### src/rtl/seg_disp_pkg.sv
// Shared types and seven-segment helpers for the display arbiter.
// State encoding, blank pattern and nibble-to-segment mapping (active-low {g..a}).
package seg_disp_pkg;

  typedef enum logic [1:0] {IDLE, CONV, SHOW} state_t;

  localparam logic [6:0] SEG_BLANK = 7'b1111111;
  localparam logic [3:0] NIB_BLANK = 4'hF;

  function automatic logic [6:0] seg_encode(input logic [3:0] nib);
    logic [6:0] s;
    case (nib)
      4'd0:    s = 7'b1000000;
      4'd1:    s = 7'b1111001;
      4'd2:    s = 7'b0100100;
      4'd3:    s = 7'b0110000;
      4'd4:    s = 7'b0011001;
      4'd5:    s = 7'b0010010;
      4'd6:    s = 7'b0000010;
      4'd7:    s = 7'b1111000;
      4'd8:    s = 7'b0000000;
      4'd9:    s = 7'b0010000;
      default: s = SEG_BLANK;
    endcase
    return s;
  endfunction

endpackage

### src/rtl/dd_bin2bcd_seq.sv
// Sequential double-dabble, 8-bit binary to 3-digit BCD; latency 8 cycles after start.
// No backpressure: done is a one-cycle pulse alongside the final bcd; a new start restarts it.
module dd_bin2bcd_seq (
  input  logic        clk,
  input  logic        rst,
  input  logic        start,
  input  logic [7:0]  bin,
  output logic        done,
  output logic [11:0] bcd
);

  logic [19:0] sh;
  logic [19:0] sh_next;
  logic [2:0]  cnt;
  logic        active;

  // One add-3 / shift step on {bcd[11:0], bin[7:0]}
  always_comb begin
    sh_next = sh;
    for (int i = 0; i < 3; i++) begin
      if (sh_next[8+4*i +: 4] >= 4'd5) begin
        sh_next[8+4*i +: 4] = sh_next[8+4*i +: 4] + 4'd3;
      end
    end
    sh_next = {sh_next[18:0], 1'b0};
  end

  always_ff @(posedge clk) begin
    if (rst) begin
      sh     <= '0;
      cnt    <= '0;
      active <= 1'b0;
    end else if (start) begin
      sh     <= {12'd0, bin};
      cnt    <= '0;
      active <= 1'b1;
    end else if (active) begin
      sh  <= sh_next;
      cnt <= cnt + 3'd1;
      if (cnt == 3'd7) begin
        active <= 1'b0;
      end
    end
  end

  // The eighth shift is presented combinationally so the caller can capture it on that edge
  assign done = active && (cnt == 3'd7);
  assign bcd  = sh_next[19:8];

endmodule

### src/rtl/seg_display_arbiter.sv
// Round-robin share of a 4-digit 7-seg display; grant -> digits visible 9 cycles later, held DWELL_CYCLES.
// req_ready only in IDLE; define SEG_ARB_OWNER_DIGIT_EN to show the owner index on digit 3.
module seg_display_arbiter #(
  parameter int N_REQ        = 3,
  parameter int DWELL_CYCLES = 50_000_000,
  parameter int REFRESH_BITS = 19
) (
  input  logic                 clk,
  input  logic                 rst,
  input  logic [N_REQ-1:0]     req_valid,
  input  logic [8*N_REQ-1:0]   req_value,
  output logic [N_REQ-1:0]     req_ready,
  output logic                 busy,
  output logic [3:0]           owner,
  output logic [6:0]           seg,
  output logic                 dp,
  output logic [3:0]           an
);
  import seg_disp_pkg::*;

  localparam logic [31:0] DWELL_LAST = 32'(DWELL_CYCLES - 1);

  state_t                  state;
  logic [3:0]              last_grant;
  logic [31:0]             dwell_cnt;
  logic [11:0]             disp_bcd;
  logic                    disp_blank;
  logic [REFRESH_BITS-1:0] scan;

  logic                    gnt_any;
  logic [3:0]              gnt_idx;
  logic [N_REQ-1:0]        gnt_oh;
  logic [4:0]              cand;
  logic [7:0]              sel_value;
  logic                    handshake;
  logic                    conv_done;
  logic [11:0]             conv_bcd;
  logic [1:0]              digit_sel;
  logic [3:0]              nib;

  // First valid requester searching upward from last_grant+1, wrapping at N_REQ
  always_comb begin
    gnt_any = 1'b0;
    gnt_idx = '0;
    gnt_oh  = '0;
    cand    = '0;
    for (int k = 1; k <= N_REQ; k++) begin
      cand = 5'(last_grant) + 5'(k);
      if (cand >= 5'(N_REQ)) begin
        cand = cand - 5'(N_REQ);
      end
      for (int i = 0; i < N_REQ; i++) begin
        if (!gnt_any && (cand == 5'(i)) && req_valid[i]) begin
          gnt_any   = 1'b1;
          gnt_idx   = 4'(i);
          gnt_oh[i] = 1'b1;
        end
      end
    end
  end

  always_comb begin
    sel_value = '0;
    for (int i = 0; i < N_REQ; i++) begin
      if (gnt_oh[i]) begin
        sel_value = req_value[8*i +: 8];
      end
    end
  end

  assign handshake = (state == IDLE) && !rst && gnt_any;
  assign req_ready = handshake ? gnt_oh : '0;

  dd_bin2bcd_seq u_bcd (
    .clk   (clk),
    .rst   (rst),
    .start (handshake),
    .bin   (sel_value),
    .done  (conv_done),
    .bcd   (conv_bcd)
  );

  always_ff @(posedge clk) begin
    if (rst) begin
      state      <= IDLE;
      busy       <= 1'b0;
      last_grant <= 4'(N_REQ - 1);
      owner      <= '0;
      dwell_cnt  <= '0;
      disp_bcd   <= '0;
      disp_blank <= 1'b1;
    end else begin
      case (state)
        IDLE: begin
          if (gnt_any) begin
            state      <= CONV;
            busy       <= 1'b1;
            last_grant <= gnt_idx;
            owner      <= gnt_idx;
          end
        end
        CONV: begin
          if (conv_done) begin
            state      <= SHOW;
            disp_bcd   <= conv_bcd;
            disp_blank <= 1'b0;
            dwell_cnt  <= '0;
          end
        end
        SHOW: begin
          if (dwell_cnt == DWELL_LAST) begin
            state <= IDLE;
            busy  <= 1'b0;
          end else begin
            dwell_cnt <= dwell_cnt + 32'd1;
          end
        end
        default: begin
          state <= IDLE;
          busy  <= 1'b0;
        end
      endcase
    end
  end

  always_ff @(posedge clk) begin
    if (rst) begin
      scan <= '0;
    end else begin
      scan <= scan + REFRESH_BITS'(1);
    end
  end

  assign digit_sel = scan[REFRESH_BITS-1 -: 2];

  always_comb begin
    an  = 4'b1111;
    nib = NIB_BLANK;
    case (digit_sel)
      2'd0: begin an = 4'b1110; nib = disp_bcd[3:0];  end
      2'd1: begin an = 4'b1101; nib = disp_bcd[7:4];  end
      2'd2: begin an = 4'b1011; nib = disp_bcd[11:8]; end
      default: begin
        an = 4'b0111;
`ifdef SEG_ARB_OWNER_DIGIT_EN
        nib = owner;
`else
        nib = NIB_BLANK;
`endif
      end
    endcase
    seg = disp_blank ? SEG_BLANK : seg_encode(nib);
  end

  assign dp = 1'b1;

endmodule

### config.mk
export PLATFORM = sky130hd
export DESIGN_NAME = seg_display_arbiter
export DESIGN_NICKNAME = d
export VERILOG_FILES = /design/src/rtl/seg_disp_pkg.sv /design/src/rtl/dd_bin2bcd_seq.sv /design/src/rtl/seg_display_arbiter.sv
export SDC_FILE = /design/constraint.sdc
export NUM_CORES = 1
export LEC_CHECK = 0
export ABC_AREA = 1
export BUFFER_PORTS_ARGS = -buffer_cell sky130_fd_sc_hd__clkbuf_2
export CAP_MARGIN = 20
export CORE_MARGIN = 10
export CORE_UTILIZATION = 40
export CTS_CLUSTER_SIZE = 25
export DETAILED_ROUTE_END_ITERATION = 8
export PLACE_DENSITY = 0.65
export SLEW_MARGIN = 40
export SYNTH_ARGS = -nofsm -noshare
export SYNTH_HDL_FRONTEND = slang
export SYNTH_SLANG_ARGS = --single-unit
### constraint.sdc
create_clock -name clk -period 1.9 [get_ports clk]
set_clock_uncertainty 0.05 [all_clocks]
set_input_delay 0.19 -clock clk [delete_from_list [all_inputs] [get_ports clk]]
set_output_delay 0.19 -clock clk [all_outputs]
set_load 0.02 [all_outputs]
Word-level counts from Yosys, hierarchy flattened --
Memories as Yosys holds them, arrays and structs flattened. Index checks and enable logic that the tools add are counted.
Storage, ports and cells: flip-flop bits (word level) 99, bits in latches 0, bits in writable memories 0, ROM bits 112, output and inout bits 20, memories 1
Memories:
- (name not given) | words 16, width 7, rd ports 1, clocked after memory_dff 0, write ports 0, RTL line seg_disp_pkg.sv:12 | case (nib)
Cells by class: add/sub/neg operators 12, multipliers 0, div/mod/pow operators 0, $lt $le $gt $ge 6, equal/unequal tests 16, shifts and indexed selects 0, multiplexer cells 53, bitwise gates (word level) 1, reductions and logical operators 42
Operators by type and width (number):
- $mux 32 | 2
- $pmux 32 s2 | 1
- $mux 8 | 5
- $mux 4 | 9
- $add 32x1->32 const B | 1
- $eq 32x26->1 const B | 1
- $pmux 4 s3 | 2
- $mux 1 | 23
- $logic_and 1x1->1 | 20
- $add 19x1->19 const B | 1
- $eq 5x1->1 const B | 3
- $eq 5x2->1 const B | 3
- $ge 5x2->1 const B | 3
- $logic_not 5->1 | 3
- $mux 5 | 3
- $sub 5x2->5 const B | 3
- $ge 4x3->1 const B | 3
- $add 4x2->5 const B | 2
- $logic_not 1->1 | 9
- $reduce_and 3->1 | 3
- $add 4x2->4 const B | 2
- $ne 2x2->1 const B | 4
- $mux 7 | 1
- $mux 2 | 3
- 14 further kinds | 20

Logic depth before layout (Yosys ltp) --
word-level depth 40, mapped depth 15, mapped depth without buffers 15

Hierarchy --
From an unflattened synthesis, not the netlist that was laid out.
Second synthesis, totals: cell total of the unflattened synthesis 930, area, all modules 5816.8 um2
Modules (own cells, without submodules):
- seg_display_arbiter | times used 1, cells each 738, area an instance 4461.8 um2, seq. area each 1401.3 um2
- dd_bin2bcd_seq | times used 1, cells each 192, area an instance 1355.0 um2, seq. area each 480.5 um2

Worst setup path after synthesis --
OpenSTA, ideal clock, no wires.
kind register to output, start reg owner[0] (netlist name), end out req_ready[2], data arrival time 1.834 ns, path slack -0.174 ns, stages on the path, launching flop included 13, buffers on the path 0, cells stage by stage dfxtp_1 inv_1 ha_1 inv_1 nand2_1 nand3_2 nor2_2 nand4_2 nor2_2 nand2_1 nand2_2 inv_2 nor2_1
RTL lines:
- end, declared | RTL line seg_display_arbiter.sv:12 | output logic [N_REQ-1:0] req_ready,

Final worst setup path --
start reg scan[17], end out seg[5]
Between the ends: word-level cells in the longest chain between the ends 4, elaborated cells on any way between the ends 6, those cells by class eq/ne: 2; mux: 2; reduce/logical: 1; memory: 1
RTL lines:
- start, declared | RTL line seg_display_arbiter.sv:28 | logic [REFRESH_BITS-1:0] scan;
- start signal, assigned | RTL line seg_display_arbiter.sv:130 | scan <= scan + REFRESH_BITS'(1);
- $eq 2x2->1 (tied with other cells) | RTL line seg_display_arbiter.sv:139 | case (digit_sel)
- $pmux 4 s3 * | RTL line seg_display_arbiter.sv:139
- $mem_v2 16x7 *
- $mux 7 * | RTL line seg_display_arbiter.sv:152 | seg = disp_blank ? SEG_BLANK : seg_encode(nib);
- end, declared | RTL line seg_display_arbiter.sv:15 | output logic [6:0] seg,
Every way passes the cells marked *; elsewhere a longest branch is shown, timed or not.

==> results.md <==
- Mux contribution to synthesized area: 0%
- Reg clk slew, reported paths: 70 ps
- Crit. End Element: output pin
- Clock power frac: 25.7%
- XOR/XNOR Fraction of Synth Area: 2.37%
- Cell count after synthesis: 810
- Final Net Count: 989
- Max Clk Rate: 425 MHz
- Post-layout util: 59.0%
- Die Span Y: 138 um
- Area Growth Syn to Fin: 42.7%
- Initial Util: 41.3%
- Post-synthesis simple-gate area fraction: 34.6%
- DP HPWL: 10400 um
- Internal cell power: 4910 uW
- Arrival time at the worst endpoint: 2110 ps
- Clock buffer depth: 2
- Worst rel slew slack: 51.9%
- Total clock sinks: 94
- Switching power share of the total: 37.0%
- Diodes inserted: 0
- Largest family of logic cells by synthesized area: simple AND/OR/NAND/NOR gates
- Switch Pwr: 2890 uW
- H-tree lvl count: 3
- Cell chosen for the clock root: clkbuf_16
- DRC: 0
- Mean area per synthesized cell: 6.83 um2
- Outcome: finished, violations left
- GRT Total Usage: 16.0%
- Synth Register Bits: 94
- Antenna Nets Post-Route: 0
- GR Overflow Total: 0
- Grt met2 use: 26.2%
- Synthesis Warnings: 0
- Drt pass-1 iters: 4
- # Max-Cap Violations: 0
- Fraction of layout cells with a size suffix above 1: 36.3%
- TritonCTS clock tree: built
- Power per cell area: 986 nW/um2
- Vias in the first global route: 5300
- Non-Filler Instances: 1123
- Ports: 49
- Compound-Gate Fraction of Synth Area: 15.5%
- Crit Path Max Fanout: 6
- Slowest-stage cell, CP: dfxtp_4
- CP Data Required Time: 1660 ps
- Distinct cells, synth: 44
- Worst Path Buf+Inv: 5
- Comb pwr share: 44.3%
- DR vias/cell: 5.05
- Failing checks: setup timing
- Period Utilization, post-route: 124%
- Period minus WS final: 2350 ps
- Slowest stage delay, CP: 370 ps
- EDFF count, synth: 0
- Die area: 18900 um2
- Global routing's busiest layer: met2
- Routed len/inst: 14.0 um
- TritonCTS Buffers: 9
- Inst Count DP: 1073
- Initial drt markers: 393
- Final wirelength: 15700 um
- Top cell family by delay on the critical path: buffers and inverters
- IO buf count: 45
- Vias after detailed routing: 5667
- Ys async rst share: 0%
- Placed Area: 6400 um2
- Slew Viols, Final: 0
- Post-synthesis sequential area ratio: 34.0%
- Leakage power: 0.00311 uW
- Peak VDD IR: 918 uV
- Largest net degree at the start of global routing: 27
- Grt met3 use: 4.55%
- Slew @ Worst Pin: 721 ps
- RSZ-0062 raised after global routing: yes
- Sequential share of power: 30.0%
- Core area: 13400 um2
- Critical Path Source Type: register
- Site Rows: 42
- First-pass GRT wire length: 24800 um
- Cells along the critical path: inv_2 > nor2_2 > inv_2 > nor2_2 > a221oi_2 > nand2_2 > buf_4 > buf_6 > ha_4 > o211ai_1 > nand2_1 > clkbuf_8
- GR Util met1: 19.9%
- Placer Congestion: 0.942
- Worst skew pair latency: 350 ps
- Adder-cell share of the synthesized area: 4.07%
- Initial antenna violation count: 0
- Endpoints failing setup: 44
- Area of the mapped netlist: 5540 um2
- Hold Vio Cnt, Final: 0
- Post-synth top flop: dfxtp_1
- Worst Hold Class: in -> reg
- Finished Cell Area: 7900 um2
- Die Wd: 138 um
- Total Power: 7790 uW
- Final worst setup slack: -452 ps
- Critical path type: reg -> out
- TNS Setup: -7940 ps
-- cell usage in the layout (no fill, tap or decap), types with 32 or more instances in the layout --
master | synthesis | layout
a21oi_2 | 9 | 39
dfxtp_1 | 94 | 81
inv_1 | 90 | 85
clkbuf_2 | 0 | 36
nand2_1 | 191 | 160
nor2_1 | 89 | 76
a21oi_1 | 66 | 34
buf_4 | 5 | 74
nand3_1 | 62 | 52
o21ai_0 | 35 | 32
-- worst paths after layout --
check / endpoint / slack (ps) / cells past startpoint / startpoint
setup / recovery: seg[5] / -450 / 12 / scan[17]$_SDFF_PP0_
hold / removal: u_bcd.active$_SDFF_PP0_ / 80 / 2 / rst
hold reg to reg: scan[0]$_SDFF_PP0_ / 400 / 1 / scan[0]$_SDFF_PP0_
setup reg to reg: u_bcd.sh[1]$_SDFFE_PP0P_ / -240 / 16 / last_grant[1]$_SDFFE_PP1P_
-- synth_stat cells (7+ instances only) --
master / number / share of area (%)
nand2_1: 191 / 13
dfxtp_1: 94 / 34
inv_1: 90 / 6.1
nor2_1: 89 / 6.0
a21oi_1: 66 / 6.0
nand3_1: 62 / 5.6
o21ai_0: 35 / 3.2
ha_1: 18 / 4.1
nand4_1: 17 / 1.9
clkbuf_1: 13 / 0.88
nor3_1: 13 / 1.2
a21oi_2: 9 / 1.4
xor2_1: 9 / 1.4
nor2_2: 7 / 0.79
-- timing repair --
item | CTS | global route
setup endpoints to repair | 37 | 72
pin swaps | 27 | 49
gates cloned | 1 | 4
hold buffers | 0 | 0
resized for setup | 70 | 152
buffers inserted | 15 | 17
-- cell families after synthesis --
family | after synthesis
and+or+nand+nor | 416
AOI/OAI and AO/OA | 142
buffers and inverters | 123
DFF | 94
adders and majority gates | 18
xor gates and xnor gates | 15
other | 2
-- metrics by stage --
step / setup WS [ps] / hold slack [ps]
2_1_floorplan: -42.0 / 368
3_3_place_gp: -132 / 382
3_5_place_dp: -144 / 392
4_1_cts: -426 / 55.0
5_1_grt: -563 / 75.3
6_report: -452 / 81.1
-- registers in the layout (all words and copies together) (netlist names) --
signal / flops
dwell_cnt: 32
u_bcd.sh: 20
scan: 19
disp_bcd: 12
u_bcd.cnt: 3
owner: 2
state: 2
busy: 1
disp_blank: 1
last_grant: 1
u_bcd.active: 1
-- power groups by stage --
stage / Combinational (uW) / Sequential, uW / Clock [uW]
floorplan: 1630 / 2350 / 0
global placement: 2360 / 2360 / 0
detailed placement: 2380 / 2360 / 0
CTS: 3000 / 2330 / 2050
global route: 3790 / 2370 / 2120
finish: 3450 / 2340 / 2010
-- layout make-up --
| cell class | count | area (um2) |
|---|---|---|
| Clock buffer | 10 | 239 |
| Timing Repair Buffer | 142 | 1190 |
| Fill cell | 1180 | 5500 |
| Clock inverter | 6 | 92.6 |
| Multi-Input combinational cell | 594 | 3820 |
| Tap cell | 176 | 220 |
| Sequential cell | 94 | 1900 |
| Inverter | 98 | 393 |
| Timing Repair inverter | 3 | 48.8 |
-- layer usage --
metal | part of all wire [%] | vias to the layer above
met5 | 0 | -
li1 | - | 2914
met2 | 49 | 108
met3 | 4.9 | 30
met4 | 1.9 | 0
met1 | 44 | 2615
(Power assumes the default switching activity.)
